`src/rtl/decode_pkg.sv`:
```
// Shared state, ALU and Funct encodings for the multicycle decode controller.
// DECODE_FP_EN adds the floating-point long-op codes to the Funct decoder.
package decode_pkg;

  typedef enum logic [3:0] {
    FETCH, DECODE, MEMADR, MEMRD, MEMWB, MEMWR,
    EXECR, EXECI, ALUWB, LONGWAIT, WB2, BRANCH
  } state_t;

  localparam logic [3:0] ALU_ADD  = 4'd0;
  localparam logic [3:0] ALU_SUB  = 4'd1;
  localparam logic [3:0] ALU_AND  = 4'd2;
  localparam logic [3:0] ALU_ORR  = 4'd3;
  localparam logic [3:0] ALU_MUL  = 4'd4;
  localparam logic [3:0] ALU_UMUL = 4'd5;
  localparam logic [3:0] ALU_SMUL = 4'd6;
  localparam logic [3:0] ALU_DIV  = 4'd7;
  localparam logic [3:0] ALU_MOV  = 4'd8;

  localparam logic [3:0] FN_ADD  = 4'b0100;
  localparam logic [3:0] FN_SUB  = 4'b0010;
  localparam logic [3:0] FN_AND  = 4'b0000;
  localparam logic [3:0] FN_ORR  = 4'b1100;
  localparam logic [3:0] FN_MUL  = 4'b0001;
  localparam logic [3:0] FN_UMUL = 4'b1001;
  localparam logic [3:0] FN_SMUL = 4'b1010;
  localparam logic [3:0] FN_DIV  = 4'b1000;
  localparam logic [3:0] FN_MOV  = 4'b1101;

`ifdef DECODE_FP_EN
  localparam logic [3:0] ALU_FADD = 4'd9;
  localparam logic [3:0] ALU_FMUL = 4'd10;
  localparam logic [3:0] FN_FADD  = 4'b1110;
  localparam logic [3:0] FN_FMUL  = 4'b1111;
  localparam logic [3:0] FN_FADDH = 4'b0110;
  localparam logic [3:0] FN_FMULH = 4'b0111;
`endif

  typedef struct packed {
    logic       valid;
    logic       is_long;
    logic       is_dual;
    logic       is_addsub;
`ifdef DECODE_FP_EN
    logic       half;
`endif
    logic [3:0] alu;
  } op_dec_t;

  typedef struct packed {
    logic       irwrite;
    logic       nextpc;
    logic       regw;
    logic       regw2;
    logic       memw;
    logic       adrsrc;
    logic [1:0] resultsrc;
    logic [1:0] alusrca;
    logic [1:0] alusrcb;
    logic       branch;
    logic       alu_en;
    logic       flag_en;
  } ctl_t;

  // Dual-result ops (umul/smul) need a second write-back cycle after ALUWB.
  function automatic op_dec_t decode_funct(input logic [3:0] fn);
    op_dec_t d;
    d = '0;
    d.valid = 1'b1;
    case (fn)
      FN_ADD:  begin d.alu = ALU_ADD; d.is_addsub = 1'b1; end
      FN_SUB:  begin d.alu = ALU_SUB; d.is_addsub = 1'b1; end
      FN_AND:  d.alu = ALU_AND;
      FN_ORR:  d.alu = ALU_ORR;
      FN_MOV:  d.alu = ALU_MOV;
      FN_MUL:  begin d.alu = ALU_MUL; d.is_long = 1'b1; end
      FN_UMUL: begin d.alu = ALU_UMUL; d.is_long = 1'b1; d.is_dual = 1'b1; end
      FN_SMUL: begin d.alu = ALU_SMUL; d.is_long = 1'b1; d.is_dual = 1'b1; end
      FN_DIV:  begin d.alu = ALU_DIV; d.is_long = 1'b1; end
`ifdef DECODE_FP_EN
      FN_FADD:  begin d.alu = ALU_FADD; d.is_long = 1'b1; end
      FN_FMUL:  begin d.alu = ALU_FMUL; d.is_long = 1'b1; end
      FN_FADDH: begin d.alu = ALU_FADD; d.is_long = 1'b1; d.half = 1'b1; end
      FN_FMULH: begin d.alu = ALU_FMUL; d.is_long = 1'b1; d.half = 1'b1; end
`endif
      default: d.valid = 1'b0;
    endcase
    return d;
  endfunction

endpackage

```
`src/rtl/decode_ctrl_if.sv`:
```
// Instruction-field inputs and control outputs of decode_ctrl, bundled with master/slave views.
interface decode_ctrl_if #(parameter int ALUCW = 4);

  logic [1:0]       Op;
  logic [5:0]       Funct;
  logic [3:0]       Rd;
  logic             LongDone;
  logic [1:0]       FlagW;
  logic             PCS;
  logic             NextPC;
  logic             RegW;
  logic             RegW2;
  logic             MemW;
  logic             IRWrite;
  logic             AdrSrc;
  logic [1:0]       ResultSrc;
  logic [1:0]       ALUSrcA;
  logic [1:0]       ALUSrcB;
  logic [1:0]       ImmSrc;
  logic [1:0]       RegSrc;
  logic [ALUCW-1:0] ALUControl;
  logic             LongStart;
  logic             Half;
  logic             Fault;

  modport master (
    output Op, Funct, Rd, LongDone,
    input  FlagW, PCS, NextPC, RegW, RegW2, MemW, IRWrite, AdrSrc,
           ResultSrc, ALUSrcA, ALUSrcB, ImmSrc, RegSrc, ALUControl,
           LongStart, Half, Fault
  );

  modport slave (
    input  Op, Funct, Rd, LongDone,
    output FlagW, PCS, NextPC, RegW, RegW2, MemW, IRWrite, AdrSrc,
           ResultSrc, ALUSrcA, ALUSrcB, ImmSrc, RegSrc, ALUControl,
           LongStart, Half, Fault
  );

endinterface

```
`src/rtl/decode_fsm.sv`:
```
// Multicycle sequencing FSM with the long-op timeout counter; LongStart and Fault are
// registered so each shows up as a clean one-cycle pulse in the state that follows the decision.
module decode_fsm
  import decode_pkg::*;
#(
  parameter int LONG_TIMEOUT = 64
) (
  input  logic       clk,
  input  logic       reset,
  input  logic [1:0] op,
  input  logic       funct_imm,
  input  logic       funct_load,
  input  logic       dec_valid,
  input  logic       dec_long,
  input  logic       dual_q,
  input  logic       long_done,
  output state_t     state,
  output ctl_t       ctl,
  output logic       long_start,
  output logic       fault
);

  localparam int CW = (LONG_TIMEOUT > 1) ? $clog2(LONG_TIMEOUT) : 1;

  state_t        state_n;
  logic [CW-1:0] wait_cnt;
  logic          timeout;
  logic          start_n;
  logic          fault_n;

  assign timeout = (wait_cnt == CW'(LONG_TIMEOUT - 1));

  always_ff @(posedge clk or posedge reset) begin
    if (reset) begin
      state      <= FETCH;
      wait_cnt   <= '0;
      long_start <= 1'b0;
      fault      <= 1'b0;
    end else begin
      state      <= state_n;
      long_start <= start_n;
      fault      <= fault_n;
      if (state == LONGWAIT && state_n == LONGWAIT) wait_cnt <= wait_cnt + CW'(1);
      else                                          wait_cnt <= '0;
    end
  end

  always_comb begin
    state_n = state;
    ctl     = '0;
    start_n = 1'b0;
    fault_n = 1'b0;
    case (state)
      FETCH: begin
        ctl.irwrite   = 1'b1;
        ctl.nextpc    = 1'b1;
        ctl.alusrca   = 2'b01;
        ctl.alusrcb   = 2'b10;
        ctl.resultsrc = 2'b10;
        state_n       = DECODE;
      end
      DECODE: begin
        ctl.alusrca   = 2'b01;
        ctl.alusrcb   = 2'b10;
        ctl.resultsrc = 2'b10;
        case (op)
          2'b01: state_n = MEMADR;
          2'b10: state_n = BRANCH;
          2'b00: begin
            if (!dec_valid) begin
              state_n = FETCH;
              fault_n = 1'b1;
            end else if (dec_long) begin
              state_n = LONGWAIT;
              start_n = 1'b1;
            end else begin
              state_n = funct_imm ? EXECI : EXECR;
            end
          end
          default: begin
            state_n = FETCH;
            fault_n = 1'b1;
          end
        endcase
      end
      MEMADR: begin
        ctl.alusrcb = 2'b01;
        state_n     = funct_load ? MEMRD : MEMWR;
      end
      MEMRD: begin
        ctl.adrsrc = 1'b1;
        state_n    = MEMWB;
      end
      MEMWB: begin
        ctl.resultsrc = 2'b01;
        ctl.regw      = 1'b1;
        state_n       = FETCH;
      end
      MEMWR: begin
        ctl.adrsrc = 1'b1;
        ctl.memw   = 1'b1;
        state_n    = FETCH;
      end
      EXECR: begin
        ctl.alu_en  = 1'b1;
        ctl.flag_en = 1'b1;
        state_n     = ALUWB;
      end
      EXECI: begin
        ctl.alusrcb = 2'b01;
        ctl.alu_en  = 1'b1;
        ctl.flag_en = 1'b1;
        state_n     = ALUWB;
      end
      // A completion arriving on the timeout cycle still wins over the abort.
      LONGWAIT: begin
        ctl.alu_en = 1'b1;
        if (long_done) begin
          ctl.flag_en = 1'b1;
          state_n     = ALUWB;
        end else if (timeout) begin
          state_n = FETCH;
          fault_n = 1'b1;
        end
      end
      ALUWB: begin
        ctl.regw = 1'b1;
        state_n  = dual_q ? WB2 : FETCH;
      end
      WB2: begin
        ctl.regw2 = 1'b1;
        state_n   = FETCH;
      end
      BRANCH: begin
        ctl.alusrcb   = 2'b01;
        ctl.resultsrc = 2'b10;
        ctl.branch    = 1'b1;
        state_n       = FETCH;
      end
      default: state_n = FETCH;
    endcase
  end

endmodule

```
`src/rtl/decode_ctrl.sv`:
```
// Top of the decode controller: Funct/ALU decode, flag and PC-write logic around decode_fsm.
// Define DECODE_FP_EN to accept fadd/fmul/faddh/fmulh as long-ops and drive Half.
module decode_ctrl
  import decode_pkg::*;
#(
  parameter int ALUCW        = 4,
  parameter int LONG_TIMEOUT = 64
) (
  input logic          clk,
  input logic          reset,
  decode_ctrl_if.slave bus
);

  state_t     state;
  ctl_t       ctl;
  op_dec_t    dec;
  logic [3:0] alu_q;
  logic       dual_q;
  logic       addsub_q;
  logic       s_q;

  assign dec = decode_funct(bus.Funct[4:1]);

  // Capture the decoded op once so ALUControl stays steady for the whole long-op wait.
  always_ff @(posedge clk or posedge reset) begin
    if (reset) begin
      alu_q    <= '0;
      dual_q   <= 1'b0;
      addsub_q <= 1'b0;
      s_q      <= 1'b0;
    end else if (state == DECODE) begin
      alu_q    <= dec.alu;
      dual_q   <= dec.is_dual;
      addsub_q <= dec.is_addsub;
      s_q      <= bus.Funct[0];
    end
  end

`ifdef DECODE_FP_EN
  logic half_q;

  always_ff @(posedge clk or posedge reset) begin
    if (reset)                  half_q <= 1'b0;
    else if (state == DECODE)   half_q <= dec.half;
  end

  assign bus.Half = ctl.alu_en & half_q;
`else
  assign bus.Half = 1'b0;
`endif

  decode_fsm #(
    .LONG_TIMEOUT (LONG_TIMEOUT)
  ) u_fsm (
    .clk        (clk),
    .reset      (reset),
    .op         (bus.Op),
    .funct_imm  (bus.Funct[5]),
    .funct_load (bus.Funct[0]),
    .dec_valid  (dec.valid),
    .dec_long   (dec.is_long),
    .dual_q     (dual_q),
    .long_done  (bus.LongDone),
    .state      (state),
    .ctl        (ctl),
    .long_start (bus.LongStart),
    .fault      (bus.Fault)
  );

  assign bus.IRWrite    = ctl.irwrite;
  assign bus.NextPC     = ctl.nextpc;
  assign bus.RegW       = ctl.regw;
  assign bus.RegW2      = ctl.regw2;
  assign bus.MemW       = ctl.memw;
  assign bus.AdrSrc     = ctl.adrsrc;
  assign bus.ResultSrc  = ctl.resultsrc;
  assign bus.ALUSrcA    = ctl.alusrca;
  assign bus.ALUSrcB    = ctl.alusrcb;
  assign bus.ALUControl = ctl.alu_en ? ALUCW'(alu_q) : '0;
  assign bus.FlagW      = ctl.flag_en ? {s_q, s_q & addsub_q} : 2'b00;
  assign bus.PCS        = ((bus.Rd == 4'b1111) & ctl.regw) | ctl.branch;
  assign bus.ImmSrc     = bus.Op;
  assign bus.RegSrc     = {bus.Op == 2'b01, bus.Op == 2'b10};

endmodule

```
`src/flat_wrapper.sv`:
```
// flat-port wrapper written by rule: the top's interface ports become plain ports
module decode_ctrl_flat import decode_pkg::*;
#(
  parameter int ALUCW        = 4,
  parameter int LONG_TIMEOUT = 64
)
  (clk, reset, bus_Op, bus_Funct, bus_Rd, bus_LongDone, bus_FlagW, bus_PCS, bus_NextPC, bus_RegW, bus_RegW2, bus_MemW, bus_IRWrite, bus_AdrSrc, bus_ResultSrc, bus_ALUSrcA, bus_ALUSrcB, bus_ImmSrc, bus_RegSrc, bus_ALUControl, bus_LongStart, bus_Half, bus_Fault);
  decode_ctrl_if #(.ALUCW(ALUCW)) bus_i ();
  input logic clk;
  input logic reset;
  input wire logic [$bits(bus_i.Op)-1:0] bus_Op;
  input wire logic [$bits(bus_i.Funct)-1:0] bus_Funct;
  input wire logic [$bits(bus_i.Rd)-1:0] bus_Rd;
  input wire logic [$bits(bus_i.LongDone)-1:0] bus_LongDone;
  output wire logic [$bits(bus_i.FlagW)-1:0] bus_FlagW;
  output wire logic [$bits(bus_i.PCS)-1:0] bus_PCS;
  output wire logic [$bits(bus_i.NextPC)-1:0] bus_NextPC;
  output wire logic [$bits(bus_i.RegW)-1:0] bus_RegW;
  output wire logic [$bits(bus_i.RegW2)-1:0] bus_RegW2;
  output wire logic [$bits(bus_i.MemW)-1:0] bus_MemW;
  output wire logic [$bits(bus_i.IRWrite)-1:0] bus_IRWrite;
  output wire logic [$bits(bus_i.AdrSrc)-1:0] bus_AdrSrc;
  output wire logic [$bits(bus_i.ResultSrc)-1:0] bus_ResultSrc;
  output wire logic [$bits(bus_i.ALUSrcA)-1:0] bus_ALUSrcA;
  output wire logic [$bits(bus_i.ALUSrcB)-1:0] bus_ALUSrcB;
  output wire logic [$bits(bus_i.ImmSrc)-1:0] bus_ImmSrc;
  output wire logic [$bits(bus_i.RegSrc)-1:0] bus_RegSrc;
  output wire logic [$bits(bus_i.ALUControl)-1:0] bus_ALUControl;
  output wire logic [$bits(bus_i.LongStart)-1:0] bus_LongStart;
  output wire logic [$bits(bus_i.Half)-1:0] bus_Half;
  output wire logic [$bits(bus_i.Fault)-1:0] bus_Fault;
  assign bus_i.Op = bus_Op;
  assign bus_i.Funct = bus_Funct;
  assign bus_i.Rd = bus_Rd;
  assign bus_i.LongDone = bus_LongDone;
  assign bus_FlagW = bus_i.FlagW;
  assign bus_PCS = bus_i.PCS;
  assign bus_NextPC = bus_i.NextPC;
  assign bus_RegW = bus_i.RegW;
  assign bus_RegW2 = bus_i.RegW2;
  assign bus_MemW = bus_i.MemW;
  assign bus_IRWrite = bus_i.IRWrite;
  assign bus_AdrSrc = bus_i.AdrSrc;
  assign bus_ResultSrc = bus_i.ResultSrc;
  assign bus_ALUSrcA = bus_i.ALUSrcA;
  assign bus_ALUSrcB = bus_i.ALUSrcB;
  assign bus_ImmSrc = bus_i.ImmSrc;
  assign bus_RegSrc = bus_i.RegSrc;
  assign bus_ALUControl = bus_i.ALUControl;
  assign bus_LongStart = bus_i.LongStart;
  assign bus_Half = bus_i.Half;
  assign bus_Fault = bus_i.Fault;
  decode_ctrl #(.ALUCW(ALUCW), .LONG_TIMEOUT(LONG_TIMEOUT)) u_core (.clk(clk), .reset(reset), .bus(bus_i));
endmodule
```
`config.mk`:
```
export PLATFORM = sky130hd
export DESIGN_NAME = decode_ctrl_flat
export DESIGN_NICKNAME = d
export VERILOG_FILES = /design/src/rtl/decode_pkg.sv /design/src/rtl/decode_ctrl_if.sv /design/src/rtl/decode_fsm.sv /design/src/rtl/decode_ctrl.sv /design/src/flat_wrapper.sv
export SDC_FILE = /design/constraint.sdc
export NUM_CORES = 1
export LEC_CHECK = 0
export CAP_MARGIN = 20
export CORE_MARGIN = 4
export CORE_UTILIZATION = 43
export CTS_BUF_LIST = sky130_fd_sc_hd__clkbuf_8
export DETAILED_ROUTE_END_ITERATION = 10
export PLACE_DENSITY = 0.88
export SLEW_MARGIN = 10
export SYNTH_ARGS = -nofsm -noshare
export SYNTH_HDL_FRONTEND = slang
export SYNTH_SLANG_ARGS = --single-unit
```
`constraint.sdc`:
```
create_clock -name clk -period 1.3 [get_ports clk]
set_input_delay 0.13 -clock clk [delete_from_list [all_inputs] [get_ports clk]]
set_output_delay 0.13 -clock clk [all_outputs]
set_load 0.1 [all_outputs]
```
==> results_dict.tcl, run 1 <==
set metrics [dict create \
    synth_cell_types 46 \
    port_buffers 38 \
    lastStage "clock tree synthesis" \
    initial_core_util_pct 45.9 \
    status "stopped before the end" \
    dp_worst_setup_slack_ns -0.361 \
    synth_seq_cells 19 \
    syn_inst 147 \
    die_w_um 62.7 \
    io-pin-count 41 \
    cts_buffers 3 \
    die_y_um 62.7 \
    cts_htree_levels 1 \
    synth_edf_count 0 \
    rows 19 \
    clockBufferDepth 2 \
    async_flop_share_pct 100 \
    cts_resized 71 \
    root_buffer "clkbuf_8" \
    syn-cell-area_mm2 0.00129 \
    dominantRegCellSynth "dfrtp_1" \
    error "[ERROR DPL-0038] Utilization greater than 100%, impossible to legalize" \
    cts_sinks 19 \
    dp_hpwl_um 3750 \
    syn_area_per_cell_um2 8.75 \
    place_congestion 0.815 \
    seq_area_frac_synth_pct 37.0 \
    ys_warn_count 0 \
    dpl.cell_count 245 \
    post_cts_buffers 14 \
    holdBufCountCts 0 \
]
==> metrics by stage <==
| step | TNS, ns | utilization, % | cell area [um2] | hold slack (ns) |
|---|---|---|---|---|
| after global placement | -5.27 | 83.9 | 2350 | 0.459 |
| after floorplan | -11.09 | - | 1500 | 0.0811 |
| after detailed placement | -8.66 | 83.9 | 2350 | 0.471 |
==> cells by family after synthesis <==
logic type | Yosys count | share of synthesized area, %
compound gates | 28 | 17.7
buf+inv | 21 | 8.37
flops | 19 | 37.0
xor+xnor | 7 | 4.77
other cells | 1 | 0.292
fa+ha+maj | 6 | 5.64
simple gates | 65 | 26.3
==> Yosys cell counts, drive strengths merged, types with 2 or more instances <==
| library cell | instances | area share (%) |
|---|---|---|
| nand3 | 4 | 1.6 |
| o31ai | 3 | 2.1 |
| a211oi | 2 | 1.2 |
| clkbuf | 7 | 2.0 |
| o41ai | 3 | 3.2 |
| nor4 | 2 | 0.97 |
| a21oi | 2 | 0.78 |
| nand2 | 19 | 5.5 |
| xnor2 | 6 | 4.1 |
| and3 | 3 | 1.5 |
| nor2 | 10 | 2.9 |
| dfrtp | 19 | 37 |
| ha | 5 | 4.9 |
| nor3b | 2 | 1.2 |
| buf | 8 | 4.6 |
| nand2b | 9 | 5.0 |
| nor2b | 6 | 2.9 |
| nor3 | 5 | 1.9 |
| or3 | 2 | 0.97 |
| o21ai | 5 | 1.9 |
| inv | 6 | 1.8 |
==> run 2, diff against run 1 <==
--- a/config.mk
+++ b/config.mk
@@ -6,11 +6,10 @@
 export NUM_CORES = 1
 export LEC_CHECK = 0
 export CAP_MARGIN = 20
-export CORE_MARGIN = 4
-export CORE_UTILIZATION = 43
-export CTS_BUF_LIST = sky130_fd_sc_hd__clkbuf_8
+export CORE_AREA = 4 4 65 67
 export DETAILED_ROUTE_END_ITERATION = 10
-export PLACE_DENSITY = 0.88
+export DIE_AREA = 0 0 69 71
+export PLACE_DENSITY_LB_ADDON = 0.15
 export SLEW_MARGIN = 10
 export SYNTH_ARGS = -nofsm -noshare
 export SYNTH_HDL_FRONTEND = slang
==> constraint.sdc (replaced) <==
create_clock -name clk -period 1.7 [get_ports clk]
set_input_delay 0.17 -clock clk [delete_from_list [all_inputs] [get_ports clk]]
set_output_delay 0.17 -clock clk [all_outputs]
set_load 0.1 [all_outputs]
==> run 2 against run 1 <==
  * The flow now finishes, with violations (setup timing)
  * Area after synthesis is the same
  * Synthesized cell count did not move
==> results_dict.tcl, run 2 <==
set metrics [dict create \
    period_share_pct 100 \
    core_area_mm2 0.00363 \
    final_antenna_net_count 0 \
    drive_above_1_share_pct 43.4 \
    synthTopCellsByCount "dfrtp_1, nand2_1, nor2_1, nand2b_1, clkbuf_1" \
    setup_viol_count_final 2 \
    n_antenna_cell 0 \
    synth_top_cell_by_area "dfrtp_1" \
    status "complete, but fails checks" \
    critical_path.top_delay_family "flip-flops" \
    dominantRegCellSynth "dfrtp_1" \
    finalHoldViolCount 0 \
    vias 1250 \
    rsz0062_at_grt "yes" \
    initial_core_util_pct 35.4 \
    largest_reg_flops 6 \
    p_per_area_mw_per_mm2 1830 \
    fin_ws_ns -0.00786 \
    design.die.area_mm2 0.00490 \
    cts_htree_levels 1 \
    grt_max_degree 20 \
    ys_warn_count 0 \
    nets 226 \
    clock_skew_ns 0.00401 \
    worstSetupEndpointType "output port" \
    port_buffers 38 \
    mostFrequentLayoutCells "buf_4, buf_12, nand2_1, dfrtp_1, clkdlybuf4s50_1" \
    final_common_cell "buf_4" \
    dp_hpwl_um 2730 \
    syn_area_per_cell_um2 8.75 \
    grt_pass1_vias 1240 \
    root_buffer "clkbuf_8" \
    path_depth 4 \
    cp_max_fo 5 \
    max_freq_mhz 586 \
    syn-cell-area_mm2 0.00129 \
    max-vdd-ir-drop_v 0.00193 \
    crit_slowest_cell "dfrtp_1" \
    timing.final.crit_period_ns 1.71 \
    seq_area_frac_synth_pct 37.0 \
    path_clk_slew_ns 0.07 \
    reg_top3 "u_core.u_fsm.wait_cnt x6, u_core.alu_q x4, u_core.u_fsm.state x4" \
    cts_sinks 19 \
    drtIter0Drc 17 \
    async_flop_share_pct 100 \
    arrival_ns 1.54 \
    drc 0 \
    regMostFlops "u_core.u_fsm.wait_cnt" \
    cts_tree "built" \
    synth_area_leaders "dfrtp_1, nand2_1, ha_1" \
    clockBufferDepth 2 \
    critPathLaunchType "register" \
    crit_chain "buf_6, or3_4, a21boi_4, buf_12" \
    antenna_found_initial 0 \
    synthToLayoutAreaGrowth_pct 83.6 \
    rrSetupSlack_ns 0.17 \
    grt_pass1_wl_um 5780 \
    die_w_um 69 \
    path_class "register to output port" \
    overflow 0 \
    firstDrtPassIters 4 \
    r2r.worst_path.cells 4 \
    hold_path_class "input pin to async pin" \
    rr_startpoint "u_core.u_fsm.state[1]$_DFF_PP0_" \
    viasPerCell 4.94 \
    finalSetupTns_ns -0.0100 \
    wire_per_inst_um 13.9 \
    rows 22 \
    final_max_slew_viol_count 0 \
    synth_cell_types 46 \
    synth_seq_cells 19 \
    drv_cap 0 \
    path_buf_inv 2 \
    violations "setup timing" \
    power.leakage_uw 0.00101 \
    io-pin-count 41 \
    r2r-end "u_core.alu_q[3]$_DFFE_PP0P_" \
    syn_inst 147 \
    grtUsageTotal_pct 14.3 \
    synth_edf_count 0 \
    die_y_um 71 \
    wl_um 3520 \
    cts_buffers 3 \
    place_congestion 0.825 \
    hold_ws_ns 0.228 \
    clk_latency_ns 0.25 \
    synth_top_area_share_pct 37.0 \
    cp_slowest_stage_delay_ns 0.40 \
    critPathRequiredTime_ns 1.53 \
]
-- run 2: cell counts after synthesis --
Identical to the previous run, type by type.
-- run 2: logic make-up after synthesis --
logic type / share of synthesized area, %
simple gates: 26.3
flops: 37.0
buf+inv: 8.37
xor+xnor: 4.77
fa+ha+maj: 5.64
compound gates: 17.7
other cells: 0.292
-- run 2: how the worst max path moves through the flow --
stage | start | to | slack (ns)
3_5_place_dp | bus_Op[0] | u_core.u_fsm.state[3]$_DFF_PP0_ | -0.002
4_1_cts | u_core.u_fsm.state[2]$_DFF_PP0_ | bus_ALUSrcB[0] | -0.02
2_1_floorplan | u_core.u_fsm.state[3]$_DFF_PP0_ | bus_PCS | -0.56
5_1_grt | u_core.u_fsm.state[2]$_DFF_PP0_ | bus_PCS | -0.04
6_report | u_core.u_fsm.state[2]$_DFF_PP0_ | bus_ALUSrcB[0] | -0.008
3_3_place_gp | bus_Funct[1] | u_core.u_fsm.state[3]$_DFF_PP0_ | 0.08
-- run 2: worst min-delay path, stage by stage --
cell and delay (ns):
clkdlybuf4s50_1 0.39, inv_1 0.05, buf_4 0.25
-- run 2: area by class of cell --
class / count / area (um2)
fillers: 300 / 1270
multi-input cells: 108 / 907
repair buffers: 68 / 848
flip-flops and latches: 19 / 478
well taps: 48 / 60.1
clock buffers: 4 / 45.0
inverters: 6 / 22.5
-- run 2: report_power, final --
group	internal, uW	total, uW	switching, uW	leakage, uW
clock	166	310	144	0.0000228
combinational	1350	3340	1990	0.000739
sequential	571	675	104	0.000253
total	2090	4330	2240	0.00101
-- run 2: what timing repair did --
action,in CTS,in global routing
hold buffers,0,0
pin swaps,5,6
hold endpoints to repair,0,0
gates resized for setup,12,6
endpoints found under the setup margin,13,14
buffers inserted,6,2
-- run 2: stage by stage --
stage	worst slack, ns	cells	total power, uW	util (%)	instance area [um2]
after floorplan	-0.559	148	2790	-	1470
after global placement	0.0781	241	3680	59.7	2170
after detailed placement	-0.00207	241	3700	59.7	2170
after CTS	-0.0164	251	4230	63.7	2310
after global routing	-0.0433	253	4490	65.0	2360
final	-0.00786	253	4330	65.0	2360
-- run 2: layer usage --
metal  GRT usage [%]  wire length (um)  vias to the layer above
met3            1.85               104                        2
met2            26.0              1900                       20
met1            17.2              1500                      605
met4            5.21                22                        0
li1                -                 -                      623
met5               0                 0                        -
Power figures use the tool's default switching activity.
